[src/rtl/sweep_controller.sv]
// Sweep sequencer for a 4-bit up/down counter: loads the start value, then
// steps toward each leg's endpoint at a divided rate, bouncing for the programmed legs.
module sweep_controller #(
  parameter int WIDTH = 4,
  parameter int DIVW  = 4
) (
  input  logic             clk,
  input  logic             reset,
  input  logic             start,
  input  logic             abort,
  input  logic [WIDTH-1:0] start_value,
  input  logic [WIDTH-1:0] end_value,
  input  logic [3:0]       legs,
  input  logic [DIVW-1:0]  step_div,
  input  logic [WIDTH-1:0] count,
  output logic             ctr_enable,
  output logic             ctr_set,
  output logic [WIDTH-1:0] ctr_set_value,
  output logic             ctr_up_down,
  output logic             busy,
  output logic             done
);

  typedef enum logic [1:0] {S_IDLE, S_LOAD, S_RUN, S_DONE} state_t;

  state_t           r_state;
  state_t           w_next;
  logic [WIDTH-1:0] r_start;
  logic [WIDTH-1:0] r_end;
  logic [WIDTH-1:0] r_target;
  logic [3:0]       r_legs_left;
  logic [DIVW-1:0]  r_div;
  logic [DIVW-1:0]  r_presc;
  logic             r_dir;
  logic             w_match;
  logic             w_last;

  assign w_match = (count == r_target);
  assign w_last  = (r_legs_left <= 4'd1);

  always_ff @(posedge clk or negedge reset) begin
    if (!reset) r_state <= S_IDLE;
    else        r_state <= w_next;
  end

  always_comb begin
    w_next = r_state;
    if (abort) begin
      w_next = S_IDLE;
    end else begin
      case (r_state)
        S_IDLE: if (start) w_next = S_LOAD;
        S_LOAD: w_next = S_RUN;
        S_RUN:  if (w_match && w_last) w_next = S_DONE;
        S_DONE: w_next = S_IDLE;
        default: w_next = S_IDLE;
      endcase
    end
  end

  always_ff @(posedge clk or negedge reset) begin
    if (!reset) begin
      r_start     <= '0;
      r_end       <= '0;
      r_target    <= '0;
      r_legs_left <= '0;
      r_div       <= '0;
      r_presc     <= '0;
      r_dir       <= 1'b1;
    end else if (!abort) begin
      case (r_state)
        S_IDLE: begin
          if (start) begin
            r_start     <= start_value;
            r_end       <= end_value;
            r_target    <= end_value;
            r_dir       <= (end_value >= start_value);
            r_legs_left <= (legs == 4'd0) ? 4'd1 : legs;
            r_div       <= step_div;
          end
        end
        S_LOAD: r_presc <= r_div;
        S_RUN: begin
          // Turnaround swaps endpoints; when start==end both endpoints are equal anyway.
          if (w_match && !w_last) begin
            r_target    <= (r_target == r_end) ? r_start : r_end;
            r_dir       <= ~r_dir;
            r_legs_left <= r_legs_left - 4'd1;
            r_presc     <= r_div;
          end else if (!w_match) begin
            if (r_presc == '0) r_presc <= r_div;
            else               r_presc <= r_presc - 1'b1;
          end
        end
        default: ;
      endcase
    end
  end

  always_comb begin
    ctr_enable    = 1'b0;
    ctr_set       = (r_state == S_LOAD);
    ctr_set_value = r_start;
    ctr_up_down   = r_dir;
    busy          = (r_state == S_LOAD) || (r_state == S_RUN);
    done          = (r_state == S_DONE) && !abort;
    case (r_state)
      S_LOAD: ctr_enable = !abort;
      S_RUN:  ctr_enable = !abort && !w_match && (r_presc == '0);
      default: ctr_enable = 1'b0;
    endcase
  end

endmodule

[config.mk]
export PLATFORM = sky130hd
export DESIGN_NAME = sweep_controller
export DESIGN_NICKNAME = d
export VERILOG_FILES = /design/src/rtl/sweep_controller.sv
export SDC_FILE = /design/constraint.sdc
export NUM_CORES = 1
export LEC_CHECK = 0
export CORE_MARGIN = 2
export CORE_UTILIZATION = 50
export CTS_BUF_LIST = sky130_fd_sc_hd__clkbuf_4
export DETAILED_ROUTE_END_ITERATION = 10
export GPL_ROUTABILITY_DRIVEN = 1
export PLACE_DENSITY_LB_ADDON = 0.12
export SYNTH_ARGS = -nofsm -noshare
export SYNTH_HDL_FRONTEND = slang
export SYNTH_SLANG_ARGS = --single-unit
[constraint.sdc]
create_clock -name clk -period 2.3 [get_ports clk]
set_input_delay 0.575 -clock clk [delete_from_list [all_inputs] [get_ports clk]]
set_output_delay 0.575 -clock clk [all_outputs]
set_load 0.01 [all_outputs]
# Yosys cells after proc, flatten, opt, wreduce, memory -nomap -nowiden
# Cells that the tools add are included.
[totals] latchBits=0 n_memories=0 in_bits=24 elab_cells=62 mem_bits_rw=0 rom_bits=0 reg_bits=27
[op_classes] n_reduce_logical=18 div_mod_pow=0 muxes=20 multipliers=0 eq_ne=10 bitwise_logic=2 magnitude_cmp=2 shifts=0 n_addsub=2
[ops] operator="$mux 4" count=9
[ops] operator="$pmux 4 s2" count=3
[ops] operator="$ne 3x3->1 const B" count=3
[ops] operator="$eq 4x4->1" count=2
[ops] operator="$logic_not 4->1" count=2
[ops] operator="$pmux 2 s4" count=1
[ops] operator="$sub 4x1->4 const B" count=2
[ops] operator="$mux 2" count=3
[ops] operator="$reduce_and 3->1" count=2
[ops] operator="$logic_and 1x1->1" count=5
[ops] operator="$eq 2x2->1 const B" count=2
[ops] operator="$ge 4x4->1" count=1
[ops] operator="$le 4x1->1 const B" count=1
[ops] operator="$ne 2x2->1 const B" count=2
[ops] operator="$pmux 1 s2" count=2
[ops] operator="$reduce_and 4->1" count=1
[ops] operator="$reduce_bool 2->1" count=2
[ops] operator="$logic_not 1->1" count=3
[ops] operator="$eq 2x1->1 const B" count=1
[ops] operator="$logic_not 2->1" count=1
[ops] operator="$mux 1" count=2
[ops] operator="$not 1->1" count=2
[ops] operator="$reduce_and 2->1" count=1
[ops] operator="$logic_or 1x1->1" count=1

# Longest topological paths before layout
# Gate-level depths: netlist (run 1).
[logic_depth] depth_word=5 mapped_depth=8 ltp_nobuf=7

# Worst setup path before layout (run 1)
# Ideal clock, no wire load.
[synth_path] path_kind="reg2out" startpoint="reg r_state[0]" endpoint="out ctr_enable" slack_ps=203 t_arrival_ps=1522 path_buffers=2 path_stages_with_launch=7 cell_sequence="dfrtp_1 inv_1 ha_1 clkbuf_1 buf_1 a41oi_1 nor2_1"
[synth_via] elab_chain_cells=2
[synth_lines] element="from (decl)" line_no="26" text="state_t r_state;"
[synth_lines] element="from (signal assigned)" line_no="43" text="else r_state <= w_next;"
[synth_lines] element="$eq 2x2->1 / $eq 2x1->1 (equally long branches)" line_no="107" text="case (r_state)"
[synth_lines] element="$pmux 1 s2 *" line_no="107"
[synth_lines] element="to (decl)" line_no="16" text="output logic ctr_enable,"
# Mark *: on every way between the ends. The rest lies on a longest branch, timed or not.

# Worst setup path after layout (run 1)
[layout_path] startpoint="reg r_state[1]" endpoint="out ctr_set"
[layout_via] elab_chain_cells=1
[layout_lines] element="$eq 2x1->1" line_no="102" text="ctr_set = (r_state == S_LOAD);"
[layout_lines] element="to (decl)" line_no="17" text="output logic ctr_set,"
# No other way between the ends.

==> impl_results.md, run 1 <==
- CP Launch Type: flip-flop
- Slew HR: 68.1%
- Worst slack, placed: -0.467 ns
- Post-synth EDFFs: 0
- Setup violators final: 0
- Clock Tree Buf Depth: 2
- Clock Pin Slew Worst Setup and Hold Paths: roughly 0.15 ns
- Mapped Cells: about 170
- Global-route wire length before repair: between 6 and 7 mm
- CTS H-tree lvls: 1
- Syn Nets: 209
- Share of cells above drive strength 1: 20.0%
- Power per Cell Area: roughly 1100 nW/um2
- Prevailing post-synth register cell: dfrtp_1
- WL final: about 3.7 mm
- #FFs+latches synth: 27
- Root Buffer: clkbuf_4
- Placed Area: roughly 2200 um2
- Sequential share of the synthesized area: approximately two fifths
- Leakage power: approximately 1 nW
- I/O pin total: 33
- Via density: about 5.4
- Dpl cells: 260
- Filler instances: roughly 280
- Setup Skew: a little over 0.006 ns
- Layout area overhead: 30.3%
- Post-route cell area: 2270 um2
- GRT Overall Usage: about a fifth
- Synth async-reset ratio: 100%
- GP Congestion: 0.814
- Min cycle time layout: about 2.2 ns
- Syn_area_per_cell: between 10 and 15 um2
- Core area: between 3000 and 4000 um2
- CTS Hold Bufs: 0
- Largest net degree at the start of global routing: 28
- Die area: slightly below 4000 um2
- Post-Synthesis Cell Area: 1740 um2
- Distinct cell type count after synthesis: 49
- Antenna diodes: 0
- FP Rows: 21
- CP endpoint kind: output port
- Fmax: 446 MHz
- Worst Hold Class: flip-flop to flip-flop
- Overall die height: between 60 and 70 um
- Vias in the first global route: roughly 1400
- Total vias in the final route: 1429
- Status: finished clean
- Hold Fails Final Rpt: 0
- Final worst path period share: a little over nine tenths
- Syn. warnings: 0
- Initial Util: ~52%
- DRT antenna net count: 0
- Total congestion overflow: 0
- Most frequent cells in the layout: dfrtp_1, clkdlybuf4s50_1, nor2_1
- WL/cell: between 10 and 15 um
- Initial antenna violation count: 0
- Num CTS Buffers: 3
- Critical Setup Path Class: flip-flop to output port
- Iter 0 DRT Violations: 77
- Port-buffer cells: 32
- Final Worst Setup Slack: 0.0580 ns
- Sum of negative setup slack: 0 ns
- Final net count: about 260
- Max cap viols: 0
- Commonest non-fill, non-tap cell in the layout: dfrtp_1
- Die Wd: 63 um
- Drt drc: 0
- Worst Tran Pin Value: ~0.48 ns
- Clock sink total: 27
- Max FO, Critical Path: 4
- Peak supply drop: between 0.5 and 0.6 mV
- DP HPWL: between 2 and 3 mm
- Detailed Routing Iterations Pass 1: 4
- Final slew viol count: 0
- Finished Layout Cells: around 270
- TritonCTS clock tree: done
- Crit path required time: about 1.7 ns
- Arr. time, crit path: roughly 1.7 ns
- Worst-Skew Late Latency: ~0.32 ns
-- power by group --
group	switching (W)	leakage (nW)	internal, W
logic	0.000693	0.668	0.000732
registers	0.000212	0.321	0.000715
clock network	0.000142	0.0177	0.0000651
total	0.00105	1.01	0.00151
-- cells by family (layout without fill, tap and decap cells) --
logic type | after synthesis | after routing | synth area share [%]
simple gates | 48 | 48 | 14.2
compound gates | 39 | 39 | 17.3
flops | 27 | 27 | 38.9
mux | 20 | 20 | 12.4
buf+inv | 19 | 66 | 4.53
fa+ha+maj | 12 | 12 | 8.63
xor+xnor | 8 | 8 | 4.03
-- critical path, stage by stage (launching register included) --
cell,delay [ns]
dfrtp_1,0.44
inv_1,0.12
ha_2,0.24
clkdlybuf4s50_1,0.54
-- layer usage --
layer | wire length [um] | part of all wire, % | global-route usage, % | up-vias
li1 | - | - | - | 718
met1 | 1620 | 43 | 22.8 | 676
met2 | 1940 | 52 | 35.9 | 31
met3 | 139 | 3.7 | 3.60 | 4
met4 | 27 | 0.72 | 4.72 | 0
met5 | 0 | 0 | 0 | -
-- layout make-up --
| cell class | count | area [um2] | area share, % |
|---|---|---|---|
| inverters | 13 | 48.8 | 2.15 |
| well taps | 46 | 57.6 | 2.54 |
| clock inverters | 1 | 5.00 | 0.221 |
| flip-flops and latches | 27 | 677 | 29.8 |
| multi-input cells | 127 | 1000 | 44.2 |
| clock buffers | 3 | 22.5 | 0.993 |
| repair buffers | 49 | 455 | 20.1 |
-- flip-flops by register name, indices dropped and copies added (netlist names) --
| name | count |
|---|---|
| ctr_set_value | 4 |
| ctr_up_down | 1 |
| r_div | 4 |
| r_end | 4 |
| r_legs_left | 4 |
| r_presc | 4 |
| r_state | 2 |
| r_target | 4 |
-- path summary, 6_finish.rpt --
path,slack [ns],start,cells past startpoint,end
min in group asynchronous,0.60,reset,2,r_state[0]
setup reg to reg,0.15,r_state[0],7,r_legs_left[1]
hold / removal,0.52,r_div[0],1,r_presc[0]
hold reg to reg,0.52,r_div[0],1,r_presc[0]
setup / recovery,0.06,r_state[1],3,ctr_set
max in group asynchronous,1.40,reset,2,ctr_up_down
-- synth_stat cells (2+ instances only) --
master	number	share of area (%)
a211oi_1	2	0.86
a21oi_1	7	2.0
and4_1	2	1.0
clkbuf_1	4	0.86
dfrtp_1	26	37
ha_1	12	8.6
inv_1	13	2.8
mux2_1	2	1.3
mux2_2	11	7.1
mux2i_1	7	4.0
nand2_1	9	1.9
nand2b_1	2	0.72
nand4_1	2	0.72
nor2_1	20	4.3
nor3_1	4	1.2
nor3b_1	2	0.86
o21ai_0	8	2.3
o22ai_1	2	0.72
o32ai_1	2	1.0
xnor2_1	4	2.0
xor2_1	4	2.0
-- what timing repair did --
action	CTS	global route
gates resized for setup	10	3
pin swaps	3	3
setup buffers	0	2
endpoints found under the setup margin	2	3
-- metrics by stage --
| step | hold slack [ns] | util [%] | total power (W) |
|---|---|---|---|
| 2_1_floorplan | 0.279 | - | 0.00184 |
| 4_1_cts | 0.530 | 67.3 | 0.00256 |
| 6_report | 0.523 | 68.0 | 0.00256 |
| 3_5_place_dp | 0.495 | 66.3 | 0.00234 |
| 3_3_place_gp | 0.492 | 66.3 | 0.00228 |
| 5_1_grt | 0.552 | 68.0 | 0.00276 |
No activity file was read; power rests on OpenSTA's default activity.
==> inputs of run 2 (changes only) <==
- CORE_MARGIN: 2 -> not set
==> impl_results.md, run 2 (synthesis results as in run 1) <==
- Total congestion overflow: 0 (unchanged)
- DRT antenna net count: 0 (unchanged)
- Setup violators final: 0 (unchanged)
- Worst hold path depth: 1 (unchanged)
- Worst Tran Pin Value: 0.481 ns (was 0.476 ns)
- Vias in the first global route: 1455 (was 1394)
- Total vias in the final route: 1489 (was 1429)
- Die area: 3720 um2 (was 3970 um2)
- Die Wd: 61 um (was 63 um)
- Critical path startpoint: count[3] (was r_state[1])
- Initial Util: 52.2% (unchanged)
- Via density: 5.58 (was 5.37)
- Clock Tree Buf Depth: 2 (unchanged)
- CTS H-tree lvls: 1 (unchanged)
- Fmax: 457 MHz (was 446 MHz)
- Final worst path period share: 95.2% (was 97.5%)
- Iter 0 DRT Violations: 114 (was 77)
- Hold Fails Final Rpt: 0 (unchanged)
- Most frequent cells in the layout: dfrtp_1, clkdlybuf4s50_1, nor2_1 (unchanged)
- Power per Cell Area: 1150 nW/um2 (was 1130 nW/um2)
- Worst Hold Class: flip-flop to flip-flop (unchanged)
- TritonCTS clock tree: done (unchanged)
- Port-buffer cells: 32 (unchanged)
- GP Congestion: 0.820 (was 0.814)
- I/O pin total: 33 (unchanged)
- Layout area overhead: 31.5% (was 30.3%)
- Fin util: 68.6% (was 68.0%)
- WL final: 4.05 mm (was 3.73 mm)
- Initial antenna violation count: 0 (unchanged)
- Reg2Reg Launch Point: r_state[0] (unchanged)
- Clock sink total: 27 (unchanged)
- Root Buffer: clkbuf_4 (unchanged)
- Max FO, Critical Path: 2 (was 4)
- WL/cell: 15.2 um (was 14.0 um)
- Leakage power: 1.03 nW (was 1.01 nW)
- Final slew viol count: 0 (unchanged)
- FP Rows: 21 (unchanged)
- Critical Setup Path Class: input port to output port (was flip-flop to output port)
- Crit path required time: 1.73 ns (about the same)
- CP Launch Type: input port (was flip-flop)
- Detailed Routing Iterations Pass 1: 4 (unchanged)
- Overall die height: 61 um (was 63 um)
- Slew HR: 67.7% (was 68.1%)
- Hold EP: r_presc[0] (unchanged)
- Clock Pin Slew Worst Setup and Hold Paths: 0.14 ns (was 0.15 ns)
- GRT Overall Usage: 24.1% (was 19.4%)
- Status: finished clean (unchanged)
- Final net count: 258 (was 257)
- Flop-to-flop setup slack: 0.15 ns (about the same)
- Share of cells above drive strength 1: 20.8% (was 20.0%)
- Commonest non-fill, non-tap cell in the layout: dfrtp_1 (unchanged)
- CP endpoint kind: output port (unchanged)
- Arr. time, crit path: 1.62 ns (was 1.67 ns)
- Largest net degree at the start of global routing: 28 (unchanged)
- Drt drc: 0 (unchanged)
- CTS Hold Bufs: 0 (unchanged)
- Min cycle time layout: 2.19 ns (was 2.24 ns)
- Peak supply drop: 0.552 mV (was 0.569 mV)
- Worst-Skew Late Latency: 0.33 ns (was 0.32 ns)
- Hold path startpoint: r_div[0] (unchanged)
- DP HPWL: 3.07 mm (was 2.87 mm)
- Core area: 3340 um2 (unchanged)
- Max cap viols: 0 (unchanged)
- Reg2reg path depth: 6 (was 7)
- Global-route wire length before repair: 6.50 mm (was 6.15 mm)
- Num CTS Buffers: 3 (unchanged)
- Setup Skew: 0.0161 ns (was 0.00616 ns)
- Antenna diodes: 0 (unchanged)
- RSZ-0062 raised after global routing: false
- R2r endpoint: r_target[3] (was r_legs_left[1])
- Sum of negative setup slack: 0 ns (unchanged)
[run 2: cell types whose count changed in the layout (fill, tap and decap cells not counted), sizes merged]
cell	delta
buf	+1
clkbuf	+1
clkdlybuf4s50	-1
clkinv	-1
dlymetal6s2s	+1
[run 2: cell type report]
| type | count | area (um2) |
|---|---|---|
| inverter | 13 | 48.8 |
| sequential | 27 | 677 |
| clock buffer | 4 | 30.0 |
| tap | 46 | 57.6 |
| multi-input combinational | 127 | 1010 |
| fill | 284 | 1050 |
| timing repair buffer | 50 | 465 |
[run 2: metal layers]
| layer | track usage (%) | wire [um] |
|---|---|---|
| met5 | 0 | 0 |
| met1 | 28.7 | 1660 |
| met3 | 3.62 | 169 |
| met2 | 44.1 | 2160 |
| met4 | 7.79 | 65 |
[run 2: how the worst max path moves through the flow]
stage	end	slack [ns]	cells past startpoint
after floorplan	ctr_enable	0.20	6
after global placement	ctr_enable	-0.47	6
after detailed placement	ctr_enable	-0.48	6
after CTS	ctr_enable	-0.01	6
after global routing	ctr_enable	0.006	5
final	ctr_enable	0.11	6
[run 2: per-stage QoR]
step	area, um2	std cells	power (W)	worst slack (ns)	hold slack, ns
after floorplan	1740	173	0.00184	0.203	0.279
after global placement	2210	260	0.00227	-0.467	0.491
after detailed placement	2210	260	0.00236	-0.483	0.503
after CTS	2250	264	0.00260	-0.0102	0.537
after global routing	2290	267	0.00283	0.00620	0.552
final	2290	267	0.00262	0.110	0.537
[run 2: what timing repair did]
item | 4_1_cts | 5_1_grt
pin swaps | 4 | 2
buffers inserted | 0 | 3
endpoints found under the setup margin | 2 | 3
gates resized for setup | 11 | 4
[run 2: worst max-delay path: stages]
cell,delay [ns]
dlygate4sd2_1,0.28
xnor2_2,0.16
nand4_1,0.18
a41oi_2,0.23
nor2_1,0.05
buf_2,0.13
[run 2: power breakdown]
part / internal [W] / total (W) / switching [W]
logic: 0.000744 / 0.00147 / 0.000723
registers: 0.000715 / 0.000935 / 0.000221
clock network: 0.0000796 / 0.000222 / 0.000142
==> inputs of run 3 (changes only) <==
- CTS_BUF_LIST: sky130_fd_sc_hd__clkbuf_4 -> not set
- GPL_ROUTABILITY_DRIVEN: 1 -> not set
- clock period: 2.3 -> 2.7 ns (I/O delays scaled with it)
==> impl_results.md, run 3 (synthesis results as in run 1) <==
- Root Buffer: clkbuf_4 (unchanged)
- Initial antenna violation count: 0 (unchanged)
- Finished Layout Cells: 256 (was 267)
- Die area: 3720 um2 (unchanged)
- Combinational share of power: 54.5% (was 55.9%)
- Critical path depth in cells: 6 (unchanged)
- Power per Cell Area: 976 nW/um2 (was 1150 nW/um2)
- Clock Tree Buf Depth: 2 (unchanged)
- Total congestion overflow: 0 (unchanged)
- Vias in the first global route: 1384 (was 1455)
- Setup Skew: 0.00464 ns (was 0.0161 ns)
- Sw frac: 42.0% (was 41.4%)
- Final worst path period share: a little over nine tenths
- Clock power frac: 8.5% (about the same)
- TritonCTS clock tree: done (unchanged)
- Final slew viol count: 0 (unchanged)
- GP Congestion: 0.832 (was 0.820)
- Pwr Total: 0.00213 W (was 0.00262 W)
- Global-route wire length before repair: 6.45 mm (was 6.50 mm)
- Busiest grt layer: met2 (unchanged)
- Critical Setup Path Class: input port to output port (unchanged)
- Sequential share of power: 37.0% (was 35.6%)
- P_int: 0.00124 W (was 0.00154 W)
- Worst hold path depth: 1 (unchanged)
- Reg2reg path depth: 6 (unchanged)
- Worst Tran Pin Value: 0.465 ns (was 0.481 ns)
- Status: finished clean (unchanged)
- Worst Hold Class: flip-flop to flip-flop (unchanged)
- Die Wd: 61 um (unchanged)
- I/O pin total: 33 (unchanged)
- Crit path required time: 2.03 ns (was 1.73 ns)
- Via density: 5.82 (was 5.58)
- Overall die height: 61 um (unchanged)
- Core area: 3340 um2 (unchanged)
- Met2 global-route usage: 42.9% (was 44.1%)
- DP HPWL: 3.00 mm (was 3.07 mm)
- Total vias in the final route: 1489 (unchanged)
- CP endpoint kind: output port (unchanged)
- Clock sink total: 27 (unchanged)
- Arr. time, crit path: 1.97 ns (was 1.62 ns)
- Detailed Routing Iterations Pass 1: 7 (was 4)
- FP Rows: 21 (unchanged)
- Cell Chain, Critical Path: clkdlybuf4s50_1, xnor2_1, nand4_1, a41oi_2, nor2_1, clkdlybuf4s15_1 (was dlygate4sd2_1, xnor2_2, nand4_1, a41oi_2, nor2_1, buf_2)
- Port-buffer cells: 32 (unchanged)
- Initial Util: 52.2% (unchanged)
- Slew HR: 68.8% (was 67.7%)
- Max cap viols: 0 (unchanged)
- Dpl cells: 252 (was 260)
- Critical path's top delay family: buffers and inverters (unchanged)
- Num CTS Buffers: 3 (unchanged)
- Commonest non-fill, non-tap cell in the layout: clkdlybuf4s50_1 (was dfrtp_1)
- Met1 GRT Util: 28.6% (was 28.7%)
- Worst-Skew Late Latency: 0.33 ns (about the same)
- Fin util: 65.5% (was 68.6%)
- Layout area overhead: 25.7% (was 31.5%)
- Drt drc: 0 (unchanged)
- CP peak stage delay: 0.42 ns (was 0.28 ns)
- Fmax: 378 MHz
- Hold Fails Final Rpt: 0 (unchanged)
- Antenna diodes: 0 (unchanged)
- Share of cells above drive strength 1: 14.8% (was 20.8%)
- Most frequent cells in the layout: clkdlybuf4s50_1, dfrtp_1, nor2_1 (was dfrtp_1, clkdlybuf4s50_1, nor2_1)
- CTS Hold Bufs: 0 (unchanged)
- Clock Pin Slew Worst Setup and Hold Paths: 0.14 ns (about the same)
- Crit-path slowest cell: clkdlybuf4s50_1 (was dlygate4sd2_1)
- GRT Overall Usage: 23.5% (was 24.1%)
- Leakage power: 0.936 nW (was 1.03 nW)
- Setup bufs post-CTS: 0 (unchanged)
- Worst path bufs/invs: 2 (unchanged)
- Max FO, Critical Path: 2 (unchanged)
- CTS H-tree lvls: 1 (unchanged)
- WL final: 3.88 mm (was 4.05 mm)
- Sum of negative setup slack: 0 ns (unchanged)
- Largest net degree at the start of global routing: 28 (unchanged)
- Setup violators final: 0 (unchanged)
- Peak supply drop: 0.435 mV (was 0.552 mV)
- DRT antenna net count: 0 (unchanged)
- Final net count: 247 (was 258)
- Iter 0 DRT Violations: 82 (was 114)
- GR Util met3: 2.35% (was 3.62%)
- Min cycle time layout: between 2 and 3 ns
- CP Launch Type: input port (unchanged)
- RSZ-0062 raised after global routing: false (unchanged)
- WL/cell: 15.1 um (was 15.2 um)
- Net Sw Power: 0.000896 W (was 0.00109 W)
-- run 3: layer usage --
layer	share of wire [%]	vias up
li1	-	700
met1	41	724
met2	54	61
met3	4.5	4
met4	1.1	0
met5	0	-
-- run 3: power groups by stage --
| stage | registers [W] | clock network [W] | logic, W |
|---|---|---|---|
| after CTS | 0.000789 | 0.000185 | 0.00116 |
| after detailed placement | 0.000798 | 0 | 0.00115 |
| after global placement | 0.000785 | 0 | 0.00110 |
| final | 0.000790 | 0.000181 | 0.00116 |
| after global routing | 0.000821 | 0.000210 | 0.00129 |
| after floorplan | 0.000769 | 0 | 0.000802 |
-- run 3: metrics by stage --
stage	hold WS, ns	setup slack, ns	instance area [um2]
6_report	0.530	0.0545	2190
4_1_cts	0.531	0.0234	2170
2_1_floorplan	0.379	0.503	1740
5_1_grt	0.546	0.00308	2190
3_3_place_gp	0.489	-0.265	2140
3_5_place_dp	0.498	-0.249	2140
-- run 3: cell type report --
| cell class | instances | area (um2) |
|---|---|---|
| multi-input cells | 127 | 1000 |
| clock buffers | 4 | 26.3 |
| repair buffers | 39 | 378 |
| inverters | 13 | 48.8 |
| fillers | 280 | 1150 |
| well taps | 46 | 57.6 |
| flip-flops and latches | 27 | 677 |
-- run 3: what timing repair did --
item | 4_1_cts | 5_1_grt
cloned | 0 | 0
setup endpoints to repair | 1 | 1
gates resized for setup | 2 | 4
pin swaps | 2 | 5
-- run 3: path summary, 6_finish.rpt --
check                                 from          end  slack (ns)
worst max-delay path              count[1]   ctr_enable        0.05
worst min-delay path              r_div[0]   r_presc[0]        0.53
worst max register to register  r_state[0]  r_target[3]        0.48
worst min register to register    r_div[0]   r_presc[0]        0.53
max in group asynchronous            reset  ctr_up_down        1.69
min in group asynchronous            reset     r_div[3]        0.70
==> variant 1 (flow settings as in run 3) <==
Re-encode `state_t` (4 states) as one-hot, 4 bits wide.
--- a/src/rtl/sweep_controller.sv
+++ b/src/rtl/sweep_controller.sv
@@ -21,7 +21,7 @@
   output logic             done
 );
 
-  typedef enum logic [1:0] {S_IDLE, S_LOAD, S_RUN, S_DONE} state_t;
+  typedef enum logic [3:0] {S_IDLE = 4'b0001, S_LOAD = 4'b0010, S_RUN = 4'b0100, S_DONE = 4'b1000} state_t;
 
   state_t           r_state;
   state_t           w_next;
Check against the original RTL: no difference found for any inputs over 10 cycles, from zero or initial values and one cycle with reset low; not proved beyond that.
==> variant 1 against run 3 <==
Count of clock-buffer cells in the layout is 4 higher; setup slack worse by 13 ps; via count decreased by 7.4%; synthesized area is 1.0% lower; sequential cell count rose by 2; cell count shrank 2.0%; non-clock buffer count is 1 lower; design area rose by 0.29%; critical endpoint unchanged; maximum frequency shrank 0.48%; routed wire length decreased by 6.9%.
Power is not compared: it rests on default switching activity, and its combinational part moved more than twofold at a synthesized area within 25%.
==> variant 1: results (changes against run 3) <==
| Metric | Value |
|---|---|
| Worst slew pin tran | `776 ps (+311 ps)` |
| CTS Buf Count | `5 (+2)` |
| Post-synth top cells | `27 x dfrtp_1, 16 x nor2_1, 14 x inv_1, 11 x mux2_2` |
| Share of cells above drive strength 1 | `18.4% (+3.6 points)` |
| WHS Endpoint | `ctr_up_down$_DFFE_PN1P_` |
| Reg2Reg Capture Point | `r_legs_left[3]$_DFFE_PN0P_` |
| Vias in the first global route | `1,461 (+5.6%)` |
| Setup crit start | `count[3]` |
| Metal2 WL | `1850 um (-11%)` |
| CTS clk-pin slew, worst paths | `90 ps (-50 ps)` |
| DR WL/cell | `14.4 um (-5.0%)` |
| Fin Hold WS | `502 ps (-27.1 ps)` |
| Global-route wire length before repair | `6280 um (-2.7%)` |
| GP Congestion | `0.826 (-0.72%)` |
| Hold Crit Depth | `2 (+1)` |
| H-tree depth | `2 (+1)` |
| Area contributors post-synth | `dfrtp_1 39%, mux2_2 7.2%, ha_1 5.1%, xor2_1 4.1%, a211oi_1 3.5%` |
| Sequential cell area | `728 um2 (+7.6%)` |
| Gr usage total | `23.6% (+0.048 points)` |
| Fillers | `284 (+1.4%)` |
| Worst reg2reg path depth | `7 (+1)` |
| Hold path start | `ctr_up_down$_DFFE_PN1P_` |
| Status | `finished clean` |
| Detailed placement HPWL | `2700 um (-9.9%)` |
| Largest net degree at the start of global routing | `30 (+7.1%)` |
| Via density | `5.49 (-5.5%)` |
| Worst r2r src | `r_legs_left[0]$_DFFE_PN0P_` |
| Metal-1 WL | `1580 um (about the same)` |
| Reg-to-reg slack, setup | `530 ps (+50 ps)` |
| GR Layer Usage met2 | `42.1% (-0.78 points)` |
variant 1: logic make-up (layout without fill, tap and decap cells):
| family | after synthesis | count (layout) | synth area share (%) |
|---|---|---|---|
| adder cells (fa/ha/maj) | 7 | 7 | 5.08 |
| AO/OA/AOI/OAI | 38 | 38 | 15.6 |
| flip-flops | 29 | 29 | 42.3 |
| AND/OR/NAND/NOR | 48 | 48 | 18.1 |
| XOR/XNOR | 8 | 8 | 4.07 |
| multiplexers | 16 | 16 | 10.1 |
| buffers and inverters | 21 | 61 | 4.79 |
variant 1: through the flow:
step	TNS (ps)	worst slack (ps)	std cells
2_1_floorplan	0	492	167
3_3_place_gp	-285	-285	243
3_5_place_dp	-299	-299	243
4_1_cts	0	36.2	251
5_1_grt	-13.4	-13.4	251
6_report	0	41.7	251
variant 1: worst max-delay path: stages:
cell and delay, ps:
clkdlybuf4s50_1 410, xor2_1 170, nor4_4 260, nor2_1 70, a21oi_1 130, nor2_1 60, clkdlybuf4s15_2 220
variant 1: report_power, final:
group          switching [uW]  leakage, uW  internal (uW)  total (uW)
combinational             176     0.000587            207         383
clock                     146    0.0000265            104         249
sequential               86.1     0.000349            526         612
variant 1: worst max path at each step:
| stage | to |
|---|---|
| CTS | ctr_enable |
| finish | ctr_enable |
| global placement | ctr_enable |
| floorplan | ctr_enable |
| global route | ctr_enable |
| detailed placement | ctr_enable |
variant 1: layout make-up:
class | instances | area share (%)
Clock buffer | 8 | 2.22
Inverter | 15 | 2.57
Multi-Input combinational cell | 117 | 42.9
Sequential cell | 29 | 33.2
Tap cell | 44 | 2.51
Timing Repair Buffer | 38 | 16.6
variant 1: repair_timing:
action,4_1_cts,5_1_grt
pin swaps,2,0
endpoints found under the setup margin,1,2
hold buffers,0,0
gates resized for setup,7,2
==> variant 2 (config.mk and constraints of run 3) <==
Without the edit above. `DIVW`: 4 -> 5.
--- a/src/rtl/sweep_controller.sv
+++ b/src/rtl/sweep_controller.sv
@@ -2,7 +2,7 @@
 // steps toward each leg's endpoint at a divided rate, bouncing for the programmed legs.
 module sweep_controller #(
   parameter int WIDTH = 4,
-  parameter int DIVW  = 4
+  parameter int DIVW  = 5
 ) (
   input  logic             clk,
   input  logic             reset,
Ports: changed (resized step_div); port bits go from 33 to 34. The function was not compared with the original's and may differ.
==> variant 2 against run 3 <==
Via count shrank 3.4%; total power is 1.6% higher; first-iteration DRC count grew 18%; sequential power up 7.1%; sequential cell count is 2 higher; setup slack gained 74 ps; routed wire length decreased by 9.3%; sequential share of layout area grew 1.1 points; synthesized area increased by 3.4%; design area increased by 3.6%; hold slack worse by 41 ps; global-route usage decreased by 2.1 points; core utilization up 1.3 points.
==> variant 2: results (changes against run 3) <==
| Metric | Value |
|---|---|
| Sequential share of the synthesized area | `40.4% (+1.5 points)` |
| M3 GR Usage | `6.63% (+4.3 points)` |
| Setup crit start | `abort` |
| Crit path max-delay family | `buffers and inverters` |
| Max Clock Freq | `389 MHz (+2.9%)` |
| GP Congestion | `0.795 (-4.4%)` |
| Largest net degree at the start of global routing | `30 (+7.1%)` |
| GR Util met1 | `25.3% (-3.3 points)` |
| H-tree depth | `2 (+1)` |
| Slew headroom | `65.2% (-3.5 points)` |
| Net Count, Synth | `213 (+1.9%)` |
| Detailed placement HPWL | `2650 um (-12%)` |
| Placed Area | `2190 um2 (+2.5%)` |
| Critical path endpoint | `done` |
| Reg2Reg Capture Point | `r_target[2]$_DFFE_PN0P_` |
| Leakage | `0.00101 uW (+7.6%)` |
| # port buffers | `33 (+3.1%)` |
| Post-CTS setup buffer count | `0 (unchanged)` |
| Clk_skew | `10.6 ps (+5.96 ps)` |
| Nets | `253 (+2.4%)` |
| CTS clk-pin slew, worst paths | `100 ps (-40 ps)` |
| Share of cells above drive strength 1 | `15.2% (+0.45 points)` |
| Maximum vdd drop | `0.000445 V (+2.2%)` |
| Vias in the first global route | `1,346 (-2.7%)` |
| Via density | `5.47 (-5.9%)` |
| Global-route wire length before repair | `5880 um (-8.9%)` |
| Antenna Nets Post-Route | `0 (unchanged)` |
| First DRT Iteration DRCs | `97 (+18%)` |
| DP Worst Slack | `-211 ps (+37.8 ps)` |
| CTS Buf Count | `5 (+2)` |
| Reg-to-reg slack, setup | `440 ps (-40 ps)` |
| GR Layer Usage met2 | `37.2% (-5.6 points)` |
| Critical Path Max Stage Delay | `530 ps (+110 ps)` |
| DRT Pass-1 Iters | `4 (-3)` |
| Worst reg2reg path depth | `9 (+3)` |
| Post-synth top cells | `28 x dfrtp_1, 13 x inv_1, 13 x nor2_1, 12 x ha_1` |
| Area contributors post-synth | `dfrtp_1 39%, ha_1 8.3%, mux2_2 5.6%, mux2i_1 3.9%, inv_1 2.7%` |
| Async set or reset register ratio after synthesis | `100% (unchanged)` |
| Maximum clock path buffer count | `2 (unchanged)` |
| Root Driver | `clkbuf_4` |
| Fillers | `260 (-7.1%)` |
| Drt total wl | `3520 um (-9.3%)` |
| Crit-path max FO | `7 (+5)` |
| Gr usage total | `21.4% (-2.1 points)` |
| Status | `finished clean` |
| Net switching power | `830 uW (-7.4%)` |
| CP arrival | `1900 ps (-70 ps)` |
| Unique cell type count in the Yosys netlist | `45 (-8.2%)` |
## variant 2: cell type report
type,instances,share of cell area [%]
Clock buffer,7,2.87
Clock inverter,1,0.221
Inverter,13,2.15
Multi-Input combinational cell,127,43.5
Sequential cell,29,32.1
Tap cell,46,2.54
Timing Repair Buffer,40,16.7
## variant 2: metrics by stage
stage | utilization (%) | TNS, ps | instances | total power [uW]
after CTS | 66.7 | 0 | 263 | 2180
after global routing | 66.9 | 0 | 263 | 2350
after floorplan | - | 0 | 176 | 1540
final | 66.9 | 0 | 263 | 2170
after global placement | 64.7 | -156 | 255 | 1820
after detailed placement | 64.7 | -211 | 255 | 1870
## variant 2: per-layer routing
metal	vias up	share of wire [%]
met1	681	45
met2	40	49
met3	6	4.7
met5	-	0
li1	712	-
met4	0	1.4
## variant 2: worst min path at each step
stage,startpoint,end,slack (ps),depth (start not counted)
after floorplan,reset,ctr_set_value[0]$_DFFE_PN0P_,380,0
after global routing,r_div[0]$_DFFE_PN0P_,r_presc[0]$_DFFE_PN0P_,530,1
final,r_div[0]$_DFFE_PN0P_,r_presc[0]$_DFFE_PN0P_,490,1
after global placement,r_div[0]$_DFFE_PN0P_,r_presc[0]$_DFFE_PN0P_,470,1
after detailed placement,r_div[0]$_DFFE_PN0P_,r_presc[0]$_DFFE_PN0P_,480,1
after CTS,r_div[0]$_DFFE_PN0P_,r_presc[0]$_DFFE_PN0P_,490,1
## variant 2: kinds of logic after synthesis
kind of cell	after synthesis	share of synthesized area (%)
compound gates	41	16.9
xor+xnor	8	3.89
fa+ha+maj	12	8.34
buf+inv	20	5.29
flops	29	40.4
mux	16	9.53
simple gates	50	15.6
## variant 2: what timing repair did
action	CTS	global route
gates resized for setup	1	3
setup endpoints to repair	1	1
pin swaps	2	2
## variant 2: power by group through the flow
stage                     logic (uW)  registers (uW)  clock network (uW)
after floorplan                  727             815                   0
after global placement           981             835                   0
after detailed placement        1020             851                   0
after CTS                       1020             842                 309
after global routing            1130             878                 340
final                           1020             846                 306
